--- src/rtl/dispatch_controller_if.sv ---
// Command, spike, network-control and sink signals between a dispatch
// controller (slave side) and its host/network/sink environment (master side).
interface dispatch_controller_if #(
  parameter int OPERAND_WIDTH = 16
);
  logic                     cmd_valid;
  logic                     cmd_ready;
  logic [1:0]               cmd_opcode;
  logic [OPERAND_WIDTH-1:0] cmd_operand;
  logic                     spk_valid;
  logic                     spk_ready;
  logic [OPERAND_WIDTH-1:0] spk_data;
  logic                     net_run;
  logic                     net_clear;
  logic                     sink_ready;
  logic                     sink_idle;
  logic [1:0]               flags;
  logic                     idle;

  modport master (
    output cmd_valid, cmd_opcode, cmd_operand, spk_ready, sink_ready, sink_idle,
    input  cmd_ready, spk_valid, spk_data, net_run, net_clear, flags, idle
  );

  modport slave (
    input  cmd_valid, cmd_opcode, cmd_operand, spk_ready, sink_ready, sink_idle,
    output cmd_ready, spk_valid, spk_data, net_run, net_clear, flags, idle
  );
endinterface

--- src/rtl/dispatch_controller.sv ---
// Dispatch controller: accepts RUN/SPK/SNC/CLR commands one at a time and
// sequences network run steps, spike injection, sink sync and network clear.
module dispatch_controller #(
  parameter int OPERAND_WIDTH = 16,
  parameter int CLR_CYCLES    = 4
) (
  input  logic                 clk,
  input  logic                 rst,
  dispatch_controller_if.slave bus
);

  typedef enum logic [2:0] {
    S_IDLE,
    S_RUN,
    S_SPK,
    S_SNC,
    S_CLR
  } state_t;

  localparam logic [1:0] OP_RUN = 2'd0;
  localparam logic [1:0] OP_SPK = 2'd1;
  localparam logic [1:0] OP_SNC = 2'd2;
  localparam logic [1:0] OP_CLR = 2'd3;

  localparam logic [7:0]               CLR_LAST  = 8'(CLR_CYCLES - 1);
  localparam logic [OPERAND_WIDTH-1:0] COUNT_ONE = OPERAND_WIDTH'(1);

  state_t                   r_state;
  logic [OPERAND_WIDTH-1:0] r_operand;
  logic [OPERAND_WIDTH-1:0] r_count;
  logic [7:0]               r_clr_cnt;

  logic w_accept;
  logic w_net_run;

  assign bus.cmd_ready = (r_state == S_IDLE) && !rst;
  assign w_accept      = bus.cmd_valid && bus.cmd_ready;
  assign w_net_run     = (r_state == S_RUN) && bus.sink_ready;

  assign bus.net_run   = w_net_run;
  assign bus.spk_valid = (r_state == S_SPK);
  assign bus.spk_data  = r_operand;
  assign bus.net_clear = (r_state == S_CLR);
  assign bus.idle      = (r_state == S_IDLE);
  // CLR pulse marks the first clear cycle; SNC pulse marks the cycle the sink drains.
  assign bus.flags     = {(r_state == S_CLR) && (r_clr_cnt == 8'd0),
                          (r_state == S_SNC) && bus.sink_idle};

  always_ff @(posedge clk) begin
    if (rst) begin
      r_state   <= S_IDLE;
      r_operand <= '0;
      r_count   <= '0;
      r_clr_cnt <= '0;
    end else begin
      case (r_state)
        S_IDLE: begin
          if (w_accept) begin
            r_operand <= bus.cmd_operand;
            case (bus.cmd_opcode)
              OP_RUN: begin
                // A zero-length RUN completes in place so the next command is not delayed.
                if (bus.cmd_operand != '0) begin
                  r_count <= bus.cmd_operand;
                  r_state <= S_RUN;
                end
              end
              OP_SPK: r_state <= S_SPK;
              OP_SNC: r_state <= S_SNC;
              OP_CLR: begin
                r_clr_cnt <= '0;
                r_state   <= S_CLR;
              end
              default: r_state <= S_IDLE;
            endcase
          end
        end
        S_RUN: begin
          if (w_net_run) begin
            r_count <= r_count - COUNT_ONE;
            if (r_count == COUNT_ONE) begin
              r_state <= S_IDLE;
            end
          end
        end
        S_SPK: begin
          if (bus.spk_ready) begin
            r_state <= S_IDLE;
          end
        end
        S_SNC: begin
          if (bus.sink_idle) begin
            r_state <= S_IDLE;
          end
        end
        S_CLR: begin
          if (r_clr_cnt == CLR_LAST) begin
            r_state <= S_IDLE;
          end else begin
            r_clr_cnt <= r_clr_cnt + 8'd1;
          end
        end
        default: r_state <= S_IDLE;
      endcase
    end
  end

endmodule

--- src/flat_wrapper.sv ---
// flat-port wrapper written by rule: the top's interface ports become plain ports
module dispatch_controller_flat 
#(
  parameter int OPERAND_WIDTH = 16,
  parameter int CLR_CYCLES    = 4
)
  (clk, rst, bus_cmd_valid, bus_cmd_opcode, bus_cmd_operand, bus_spk_ready, bus_sink_ready, bus_sink_idle, bus_cmd_ready, bus_spk_valid, bus_spk_data, bus_net_run, bus_net_clear, bus_flags, bus_idle);
  dispatch_controller_if #(.OPERAND_WIDTH(OPERAND_WIDTH)) bus_i ();
  input  logic clk;
  input  logic rst;
  input wire logic [$bits(bus_i.cmd_valid)-1:0] bus_cmd_valid;
  input wire logic [$bits(bus_i.cmd_opcode)-1:0] bus_cmd_opcode;
  input wire logic [$bits(bus_i.cmd_operand)-1:0] bus_cmd_operand;
  input wire logic [$bits(bus_i.spk_ready)-1:0] bus_spk_ready;
  input wire logic [$bits(bus_i.sink_ready)-1:0] bus_sink_ready;
  input wire logic [$bits(bus_i.sink_idle)-1:0] bus_sink_idle;
  output wire logic [$bits(bus_i.cmd_ready)-1:0] bus_cmd_ready;
  output wire logic [$bits(bus_i.spk_valid)-1:0] bus_spk_valid;
  output wire logic [$bits(bus_i.spk_data)-1:0] bus_spk_data;
  output wire logic [$bits(bus_i.net_run)-1:0] bus_net_run;
  output wire logic [$bits(bus_i.net_clear)-1:0] bus_net_clear;
  output wire logic [$bits(bus_i.flags)-1:0] bus_flags;
  output wire logic [$bits(bus_i.idle)-1:0] bus_idle;
  assign bus_i.cmd_valid = bus_cmd_valid;
  assign bus_i.cmd_opcode = bus_cmd_opcode;
  assign bus_i.cmd_operand = bus_cmd_operand;
  assign bus_i.spk_ready = bus_spk_ready;
  assign bus_i.sink_ready = bus_sink_ready;
  assign bus_i.sink_idle = bus_sink_idle;
  assign bus_cmd_ready = bus_i.cmd_ready;
  assign bus_spk_valid = bus_i.spk_valid;
  assign bus_spk_data = bus_i.spk_data;
  assign bus_net_run = bus_i.net_run;
  assign bus_net_clear = bus_i.net_clear;
  assign bus_flags = bus_i.flags;
  assign bus_idle = bus_i.idle;
  dispatch_controller #(.OPERAND_WIDTH(OPERAND_WIDTH), .CLR_CYCLES(CLR_CYCLES)) u_core (.clk(clk), .rst(rst), .bus(bus_i));
endmodule
--- config.mk ---
export PLATFORM = sky130hd
export DESIGN_NAME = dispatch_controller_flat
export DESIGN_NICKNAME = d
export VERILOG_FILES = /design/src/rtl/dispatch_controller_if.sv /design/src/rtl/dispatch_controller.sv /design/src/flat_wrapper.sv
export SDC_FILE = /design/constraint.sdc
export NUM_CORES = 1
export LEC_CHECK = 0
export CAP_MARGIN = 5
export CORE_AREA = 2 2 81 83
export DETAILED_ROUTE_END_ITERATION = 12
export DIE_AREA = 0 0 83 85
export PLACE_DENSITY = 0.6
export REMOVE_ABC_BUFFERS = 1
export SLEW_MARGIN = 20
export SYNTH_ARGS = -nofsm -noshare
export SYNTH_HDL_FRONTEND = slang
export SYNTH_SLANG_ARGS = --single-unit
--- constraint.sdc ---
create_clock -name clk -period 3.78 [get_ports clk]
set_clock_uncertainty 0.2 [all_clocks]
set_input_delay 1.134 -clock clk [delete_from_list [all_inputs] [get_ports clk]]
set_output_delay 1.134 -clock clk [all_outputs]
set_load 0.02 [all_outputs]
==> results.md <==
- VDD IR max: a little under 0.3 mV
- Slew margin rel.: between 50% and 60%
- Power Density: 564.1 mW/mm2
- Outcome: completed
- Final Hold Viols: 0
- CP Launch Point: bus_sink_ready
- Seq/Total Area, Yosys: between 30% and 40%
- Final Max Tran Viols: 0
- Syn Inst Count: between 300 and 400
- CP Cell Sequence: clkdlybuf4s50_1 > nand2_1 > inv_1 > clkdlybuf4s50_1
- Post-Syn Area: roughly 0.0024 mm2
- Total iterations of the first detailed-routing run: 4
- Worst slack at placement: -0.06851 ns
- Num CTS Buffers: 5
- Number of global-route vias before repair: approximately 2,100
- Net count reported at finish: roughly 380
- CTS Buffer Depth: 2
- Worst setup SP type: primary input
- EDFF count, synth: 0
- Critical-path top delay cell: clkdlybuf4s50_1
- CP Max Fanout: 2
- GRT Overall Usage: between 15 and 20%
- Synth cell types: 51
- Seq pwr share: 35.3%
- Worst path arrival time: between 2 and 2.5 ns
- Sw Share: 41.33%
- CTS tree: yes
- Fmax achieved: about 270 MHz
- DRT Wirelength: about 6300 um
- I/O Buffers: 46
- WS Path Type: primary input to output pin
- Htree depth: 2
- Ys async rst share: 0%
- Number of synthesized register bits: 43
- # setup viols final: 0
- Iteration-0 DRC Markers: ~140
- Final WS setup: a little under 0.09 ns
- Clk root buf: clkbuf_8
- YS warnings: 0
- Number of diodes: 0
- Logic gate share of total power: 47.2%
- Fin crit share: a little over nine tenths
- Layout cells sized above 1: around 8.9%
- Global-route wire length before repair: approximately 10,000 um
- Overflow after GRT: 0
- Crit path time final: about 3.7 ns
- Worst-path clk slew: around 0.090 ns
- Layout area overhead: 25.81%
- Die height: roughly 85 um
- Clock sink count: 43
- Fillers: about 640
- CP required: between 2 and 2.5 ns
- Initial core utilization: 38.76%
- Critical R2R Launch: u_core.r_state[0]$_SDFFE_PP0P_
- Hpwl dp: between 4000 and 5000 um
- Top FF cell, synth: dfxtp_1
- Hold Crit Class: flop to flop
- Worst stage delay on the critical path: slightly below 0.6 ns
- Vias: 2,341
- Crit path buffers/inverters: 3
- Cts hold-fix bufs: 0
- Commonest non-fill, non-tap cells in the layout: 59 x nand2_1, 44 x clkdlybuf4s50_1, 43 x dfxtp_1
- Placer Congestion: roughly 0.8
- ANT nets after route: 0
- Syn avg cell area: a little under 8 um2
- Commonest non-fill, non-tap cell in the layout: nand2_1
- Number of vias per cell: roughly 5.5
- Power Total: 0.001707 W
- Pleak: 1.178 nW
- Rows: 29
- Clock power frac: between 10% and 20%
- Pin count of the biggest net entering global routing: 39
- Avg WL per Cell: around 15 um
- Most numerous cell on the critical path: clkdlybuf4s50_1
- Critical Path End Type: output pin
- Net Switching: roughly 0.00071 W
- RSZ-0062 raised after global routing: false
- Drt drc: 0
- Delay-heaviest family, CP: buffers and inverters
- I/O pin count: between 40 and 50
- Die Wd: ~83 um
- Initial antenna violation count: 0
- Core area: around 0.0062 mm2
- Worst-Margin Slew: around 0.74 ns
- Hold_sp: u_core.bus.spk_data[14]$_SDFFE_PP0P_
- Clk_lat worst skew: 0.29 ns
- Max cap viols: 0
- DIE AREA: roughly 0.007 mm2
- P_int: roughly 0.0010 W
-- cells by family after synthesis --
kind of cell             count (synthesis)  share of synthesized area [%]
AO/OA/AOI/OAI                           76                          21.49
XOR/XNOR                                 6                          2.186
adder cells (fa/ha/maj)                  9                          4.683
buffers and inverters                   30                          5.307
flip-flops                              43                          35.80
multiplexers                             1                         0.4162
AND/OR/NAND/NOR                        141                          30.13
-- power groups by stage --
stage	clock network (W)	registers [W]	logic, W
after floorplan	0	0.000641	0.000461
after CTS	0.000309	0.000602	0.000811
final	0.000297	0.000603	0.000806
after global routing	0.000323	0.000614	0.000885
after global placement	0	0.000613	0.000803
after detailed placement	0	0.000612	0.000810
-- worst paths after layout --
kind,to,slack [ns],cells past startpoint
max,bus_net_run,0.09,4
min reg2reg,u_core.bus.spk_data[14]$_SDFFE_PP0P_,0.28,2
max reg2reg,u_core.r_count[12]$_SDFFE_PP0P_,1.27,7
min,u_core.bus.spk_data[14]$_SDFFE_PP0P_,0.28,2
-- layer usage --
metal / GRT usage [%] / part of all wire (%) / vias to the layer above / wire length (um)
li1: - / - / 1169 / -
met1: 24.21 / 49 / 1107 / 3080
met2: 29.55 / 46 / 59 / 2897
met3: 3.210 / 3.8 / 6 / 240
met4: 5.216 / 1.4 / 0 / 90
met5: 0 / 0 / - / 0
-- cell type report --
type                       count  area (um2)  area share (%)
sequential                    43       860.8           28.45
inverter                      11       41.29           1.365
tap                           77       96.34           3.184
clock buffer                   5       68.82           2.275
timing repair buffer          54       521.8           17.25
multi-input combinational    233        1416           46.82
clock inverter                 3       20.02          0.6617
-- worst register-to-register path, stage by stage (launching register included) --
cell and delay, ns:
dfxtp_1 0.43, nor4_4 0.32, buf_4 0.18, nand3_1 0.13, o21ai_0 0.62, buf_4 0.27, a21oi_1 0.07, a211oi_1 0.20
-- registers in the layout, indices dropped and copies added (netlist names) --
name	flops
u_core.r_count	16
u_core.r_state	3
u_core.r_clr_cnt	8
u_core.bus.spk_data	16
-- timing repair --
| item | CTS | global route |
|---|---|---|
| buffers inserted | 0 | 0 |
| endpoints found under the hold margin | 0 | 0 |
| endpoints found under the setup margin | 1 | 1 |
| resized for setup | 1 | 1 |
-- per-stage QoR --
stage	util, %	setup TNS [ns]	cells	cell area, um2	hold slack [ns]
3_5_place_dp	47.31	-0.06851	418	2935	0.2618
6_report	48.76	0	426	3025	0.2776
5_1_grt	48.76	0	426	3025	0.2993
3_3_place_gp	47.31	-0.06634	418	2935	0.2620
4_1_cts	48.72	0	426	3023	0.2796
2_1_floorplan	-	0	287	2318	0.2432
-- synth_stat cells (all sizes together), types with 3 or more instances --
cell     n  area share (%)
inv     11             1.7
dfxtp   43              36
buf      8             1.9
nand3    9             1.9
o21a     3            0.94
or3      4             1.3
nor4     8             2.7
xnor2    3             1.1
nor3     8             1.7
o21ai   20             4.2
clkbuf  11             1.7
nand3b  16             5.0
a21oi   21             4.4
nand2   59             9.2
o31ai    5             1.6
a211oi   3            0.94
a21o     3            0.94
ha       9             4.7
xor2     3             1.1
nor2    22             3.5
No activity file was read; power rests on OpenSTA's default activity.
